===== config.mk =====
export PLATFORM = sky130hd
export DESIGN_NAME = fp_ramp_tracker
export DESIGN_NICKNAME = d
export VERILOG_FILES = /design/src/rtl/fp_ramp_tracker_pkg.sv /design/src/rtl/fp_code_expand.sv /design/src/rtl/fp_ramp_tracker.sv
export SDC_FILE = /design/constraint.sdc
export NUM_CORES = 1
export LEC_CHECK = 0
export ABC_CLOCK_PERIOD_IN_PS = 7600
export BUFFER_PORTS_ARGS = -buffer_cell sky130_fd_sc_hd__buf_4
export CAP_MARGIN = 10
export CELL_PAD_IN_SITES_DETAIL_PLACEMENT = 1
export CELL_PAD_IN_SITES_GLOBAL_PLACEMENT = 1
export CORE_ASPECT_RATIO = 0.8
export CORE_UTILIZATION = 46
export CTS_BUF_LIST = sky130_fd_sc_hd__clkbuf_8
export DETAILED_ROUTE_END_ITERATION = 8
export PLACE_DENSITY_LB_ADDON = 0.1
export SETUP_SLACK_MARGIN = 0.4
export SYNTH_ARGS = -nofsm -noshare
export SYNTH_HDL_FRONTEND = slang
export SYNTH_SLANG_ARGS = --single-unit

===== constraint.sdc =====
create_clock -name clk -period 7.6 [get_ports clk]
set_clock_uncertainty 0.15 [all_clocks]
set_input_delay 1.14 -clock clk [delete_from_list [all_inputs] [get_ports clk]]
set_output_delay 1.14 -clock clk [all_outputs]
set_load 0.005 [all_outputs]

===== src/rtl/fp_ramp_tracker_pkg.sv =====
// Shared definitions for the compressed-code ramp tracker: code field
// positions, datapath widths, FSM states and the step-size decode.
package fp_ramp_tracker_pkg;

   // Compressed code layout {sign, exp[3:0], mant[2:0]}
   localparam int unsigned SIGN_BIT  = 7;
   localparam int unsigned EXP_MSB   = 6;
   localparam int unsigned EXP_LSB   = 3;
   localparam int unsigned MANT_MSB  = 2;

   // Linear position width, step increment width, mantissa shift for exp 0
   localparam int unsigned CW        = 30;
   localparam int unsigned INC_W     = 20;
   localparam int unsigned MANT_BASE = 11;

   typedef enum logic [0:0] {
      StIdle,
      StRamp
   } state_e;

   // Step code to unsigned increment: {1, step[3:0]} << step[7:4]
   function automatic logic [INC_W-1:0] step_inc(input logic [7:0] step_code);
      logic [INC_W-1:0] base;
      base = INC_W'({1'b1, step_code[3:0]});
      return base << step_code[7:4];
   endfunction

endpackage


===== src/rtl/fp_code_expand.sv =====
// Combinational expansion of an 8-bit compressed code into a 30-bit
// two's-complement linear value. Lower bits below the mantissa are zero.
module fp_code_expand
   import fp_ramp_tracker_pkg::*;
(
   input  logic [7:0]    code,
   output logic [CW-1:0] value
);

   logic          sgn;
   logic [3:0]    ex;
   logic [2:0]    mant;
   logic [3:0]    s;
   logic [4:0]    pos_sh;
   logic [4:0]    lead_sh;
   logic [4:0]    mant_sh;

   // Field extraction and shift amounts
   always_comb begin
      sgn     = code[SIGN_BIT];
      ex      = code[EXP_MSB:EXP_LSB];
      mant    = code[MANT_MSB:0];
      s       = ~ex;
      pos_sh  = 5'd10 + {1'b0, ex};
      lead_sh = 5'd14 + {1'b0, s};
      // s=0 and s=1 both place the mantissa at bits 13:11
      mant_sh = (s == 4'd0) ? 5'(MANT_BASE) : (5'd10 + {1'b0, s});
   end

   // Value assembly
   always_comb begin
      value = '0;
      if (!sgn) begin
         if (ex == 4'd0) begin
            value = CW'(mant) << MANT_BASE;
         end else begin
            // Implicit leading one sits just above the mantissa
            value = CW'({1'b1, mant}) << pos_sh;
         end
      end else begin
         // Ones from bit 29 down to 14+s; bit 13+s left at zero for s>=1
         value = ({CW{1'b1}} << lead_sh) | (CW'(mant) << mant_sh);
      end
   end

endmodule


===== src/rtl/fp_ramp_tracker.sv =====
// Slews a 30-bit position toward a target given as a compressed code,
// one step per step_en pulse, snapping onto the target on the final step.
module fp_ramp_tracker
   import fp_ramp_tracker_pkg::*;
#(
   parameter logic [CW-1:0] RESET_POS = 30'd0
) (
   input  logic          clk,
   input  logic          rst_n,
   input  logic [7:0]    code_in,
   input  logic          code_valid,
   output logic          code_ready,
   input  logic [7:0]    step,
   input  logic          step_en,
   output logic [CW-1:0] position,
   output logic [CW-1:0] target,
   output logic          busy,
   output logic          done
);

   state_e            state_q, state_d;
   logic [CW-1:0]     position_q, position_d;
   logic [CW-1:0]     target_q, target_d;
   logic              done_q, done_d;

   logic [CW-1:0]     expanded;
   logic [INC_W-1:0]  inc;
   logic [CW:0]       inc_ext;
   logic signed [CW:0] diff;
   logic [CW:0]       abs_diff;
   logic [CW-1:0]     pos_up;
   logic [CW-1:0]     pos_dn;

   fp_code_expand u_expand (
      .code  (code_in),
      .value (expanded)
   );

   // Distance to target and candidate next positions (31-bit, no overflow)
   always_comb begin
      inc      = step_inc(step);
      inc_ext  = {{(CW + 1 - INC_W){1'b0}}, inc};
      diff     = $signed({target_q[CW-1], target_q}) - $signed({position_q[CW-1], position_q});
      abs_diff = diff[CW] ? 31'(-diff) : 31'(diff);
      pos_up   = position_q + {{(CW - INC_W){1'b0}}, inc};
      pos_dn   = position_q - {{(CW - INC_W){1'b0}}, inc};
   end

   // Next-state logic: accept in idle, step or snap in ramp
   always_comb begin
      state_d    = state_q;
      position_d = position_q;
      target_d   = target_q;
      done_d     = 1'b0;
      unique case (state_q)
         StIdle: begin
            if (code_valid) begin
               target_d = expanded;
               if (expanded == position_q) begin
                  done_d = 1'b1;
               end else begin
                  state_d = StRamp;
               end
            end
         end
         StRamp: begin
            if (step_en) begin
               if (abs_diff <= inc_ext) begin
                  position_d = target_q;
                  done_d     = 1'b1;
                  state_d    = StIdle;
               end else if (!diff[CW]) begin
                  position_d = pos_up;
               end else begin
                  position_d = pos_dn;
               end
            end
         end
         default: state_d = StIdle;
      endcase
   end

   // State registers with synchronous active-low reset
   always_ff @(posedge clk) begin
      if (!rst_n) begin
         state_q    <= StIdle;
         position_q <= RESET_POS;
         target_q   <= '0;
         done_q     <= 1'b0;
      end else begin
         state_q    <= state_d;
         position_q <= position_d;
         target_q   <= target_d;
         done_q     <= done_d;
      end
   end

   // Registered-state outputs
   always_comb begin
      code_ready = (state_q == StIdle);
      busy       = (state_q == StRamp);
      done       = done_q;
      position   = position_q;
      target     = target_q;
   end

endmodule


==> impl_results.md <==
- RR Startpoint: position[1]$_SDFFE_PN0P_
- Post-synth EDFFs: 0
- Yosys reg bits: 62
- DRT Wirelength: around 40000 um
- Reg-to-reg critical path endpoint: position[27]$_SDFFE_PN0P_
- Reg2Reg Setup Slack: approximately 700 ps
- CTS tree: built
- Final core occ: 52.7%
- Pwr dens: around 260 nW/um2
- Final nets: about 1500
- DRC Markers: 0
- Design Area, Final: 10500 um2
- Ys flop type: dfxtp_1
- Worst Reg-to-Reg Cells: 25
- DR iter-0 viols: 1040
- Period minus WS final: a little under 7000 ps
- Antenna Cells: 0
- Tcrit/Tclk final: 90.5%
- Hold wc startpoint: position[0]$_SDFFE_PN0P_
- Layout cell share with drive strength beyond 1: a little over a tenth
- Slew HR: between 30 and 40%
- Hold-critical path endpoint: position[0]$_SDFFE_PN0P_
- CP max FO: 39
- First-pass GRT wire length: 60400 um
- Final ANT Viol Nets: 0
- Vias: approximately 11000
- Clock-pin slew on the worst setup and hold paths: 80 ps
- Global route overflow: 0
- Place WS: 724 ps
- Tightest Hold Check Type: reg -> reg
- Final HPWL from detailed placement: between 30000 and 40000 um
- Hold path depth: 2
- Vias in the first global route: between 10000 and 15000
- Initial Utilization: approximately 47%
- FF/Latch Area: approximately 1200 um2
- Worst skew pair latency: 370 ps
- Final hold violations: 0
- H-tree depth: 3
- Bufs on Longest Clock Path: 2
- Status: completed
- Async set-reset flop share out of synthesis: 0%
- Die Area: roughly 21000 um2
- Worst slew pin tran: 1030 ps
- Syn-to-layout area delta: 11.3%
- Die height: between 100 and 150 um
- Pin count of the biggest net entering global routing: 73
- IO Port Bufs: slightly above 80
- Achievable Freq: approximately 0.15 GHz
- CP startpoint kind: flip-flop
- Cts hold-fix bufs: 0
- Vias/cell: 6.50
- Core box area: 20000 um2
- Syn Inst Count: 1368
- Num rows: 46
- Final setup violation count: 0
- Avg Inst Size Synth: about 7 um2
- Die Wd: 162 um
- Post-DP Area: 10300 um2
- Syn. warnings: 0
- Max Slew Vio Count: 0
- Number of max-cap violations: 0
- Gr usage total: roughly 37%
- Critical path required time: between 7000 and 8000 ps
- Clock root cell: clkbuf_8
- Setup CP Type: reg -> reg
- Yosys cell types: between 80 and 90
- Worst setup EP type: flip-flop
- Maximum VDD drop: about 0.14 mV
- Clock sink total: 62
- Wirelength per Cell: roughly 24 um
- Initial antenna violation count: 2
- Worst Path Arrival: 7000 ps
- Setup tns final: 0 ps
- RD Place Congestion: about 0.97
- Sequential element share of the synthesized area: about an eighth
- # IOs: 83
- Synthesized cell area: about 9500 um2
- Pleak: approximately 4.6 nW
- Unrepaired setup endpoints after global routing: true
- Multi-input gate area: approximately 7700 um2
- Syn nets: 1476
- Detailed Routing Iterations Pass 1: 5
- Cts bufs inserted: 9
- Fillers: 2654
- Final setup margin: 719 ps
[registers in the layout (all words and copies together), names as in the netlist]
name and count:
position 30, target 30, busy 1, done 1
[metrics by stage]
step / hold slack [ps] / power (mW) / std cells
floorplan: 337 / 1.81 / 1368
global placement: 352 / 2.28 / 1661
detailed placement: 364 / 2.33 / 1661
CTS: 384 / 2.68 / 1677
global route: 408 / 2.94 / 1682
finish: 391 / 2.75 / 1682
[per-layer routing]
metal	up-vias	track usage [%]	wire length, um
met5	-	0	0
met1	5370	55.0	19100
met4	0	10.3	833
li1	5078	-	-
met2	432	55.0	16600
met3	59	7.04	3570
[power breakdown]
| part | switching, mW | internal, mW | leakage (nW) |
|---|---|---|---|
| sequential | 0.0528 | 0.352 | 0.509 |
| combinational | 1.21 | 0.798 | 3.94 |
| clock | 0.154 | 0.183 | 0.110 |
[logic make-up after synthesis]
logic type,Yosys count,share of synthesized area (%)
XOR/XNOR,108,10.1
AO/OA/AOI/OAI,437,29.6
AND/OR/NAND/NOR,491,25.3
multiplexers,39,4.20
buffers and inverters,143,5.98
adder cells (fa/ha/maj),88,11.8
flip-flops,62,13.1
[worst max path at each step]
| stage | depth (start not counted) | end | slack (ps) | start |
|---|---|---|---|---|
| after global routing | 26 | position[28]$_SDFFE_PN0P_ | 380 | position[19]$_SDFFE_PN0P_ |
| after floorplan | 27 | position[28]$_SDFFE_PN0P_ | 1700 | position[1]$_SDFFE_PN0P_ |
| after global placement | 25 | position[29]$_SDFFE_PN0P_ | 960 | position[1]$_SDFFE_PN0P_ |
| after CTS | 25 | position[27]$_SDFFE_PN0P_ | 660 | position[1]$_SDFFE_PN0P_ |
| final | 25 | position[27]$_SDFFE_PN0P_ | 720 | position[1]$_SDFFE_PN0P_ |
| after detailed placement | 25 | position[29]$_SDFFE_PN0P_ | 720 | position[1]$_SDFFE_PN0P_ |
[synthesized netlist by cell type (all sizes together) (7+ instances only)]
cell,n,area share [%]
nand2,139,5.5
a21oi,124,6.5
nor2,124,4.9
o21ai,110,5.8
ha,86,11
xnor2,77,7.1
inv,72,2.9
dfxtp,62,13
clkbuf,53,2.1
nand3,40,2.1
nor3,38,2.0
mux2i,33,3.5
xor2,31,2.9
a21o,27,2.1
nand4,24,1.7
and3,22,1.5
a31oi,21,1.5
a21boi,18,1.4
buf,16,0.95
nand2b,16,1.1
nor2b,16,1.1
a211oi,12,1.1
and2,12,0.79
nor4,12,0.79
o21a,12,0.95
or3,12,0.85
nor3b,10,0.79
o21bai,10,0.79
o211ai,9,0.71
o211a,8,0.85
o31ai,8,0.63
a221oi,7,0.65
a22oi,7,0.55
[worst max-delay path, stage by stage, from the launching register on]
cell      delay [ps]
dfxtp_1          430
inv_1            140
fa_1             530
a211oi_2         310
o21a_1           250
or2_2            210
xor2_2           190
o21ai_1          140
nor4_1           550
and2_1           290
a21oi_1          100
xor2_1           160
ha_1             300
a21o_1           160
a21o_1           170
a21oi_1          130
o21ai_0          100
o311ai_0         780
o22ai_1          150
nor4_1           240
a22oi_1          120
a211oi_2         220
nand4_1          130
buf_6            240
or2_1            320
o211a_1          230
[cells in the final DEF, fill, tap and decap left out, types with 23 or more instances in the layout]
| cell | netlist | routed |
|---|---|---|
| ha_1 | 86 | 83 |
| nor3_1 | 38 | 38 |
| xor2_1 | 30 | 30 |
| dfxtp_1 | 62 | 61 |
| nand2_1 | 139 | 139 |
| inv_1 | 71 | 71 |
| nand4_1 | 23 | 23 |
| mux2i_1 | 33 | 33 |
| a21o_1 | 27 | 27 |
| xnor2_1 | 77 | 77 |
| nor2_1 | 124 | 123 |
| nand3_1 | 40 | 40 |
| buf_4 | 1 | 101 |
| o21ai_0 | 105 | 105 |
| a21oi_1 | 124 | 123 |
[cell type report]
class / count / share of cell area (%)
multi-input combinational: 1163 / 73.1
clock buffer: 9 / 1.17
sequential: 62 / 11.8
clock inverter: 7 / 0.854
timing repair inverter: 1 / 0.0474
timing repair buffer: 102 / 7.29
tap: 264 / 3.13
inverter: 74 / 2.67
[repair_timing]
| action | 4_1_cts | 5_1_grt |
|---|---|---|
| setup buffers | 0 | 4 |
| hold endpoints to repair | 0 | 0 |
| gates resized for setup | 0 | 10 |
| setup endpoints to repair | 0 | 32 |
(Power assumes the default switching activity.)
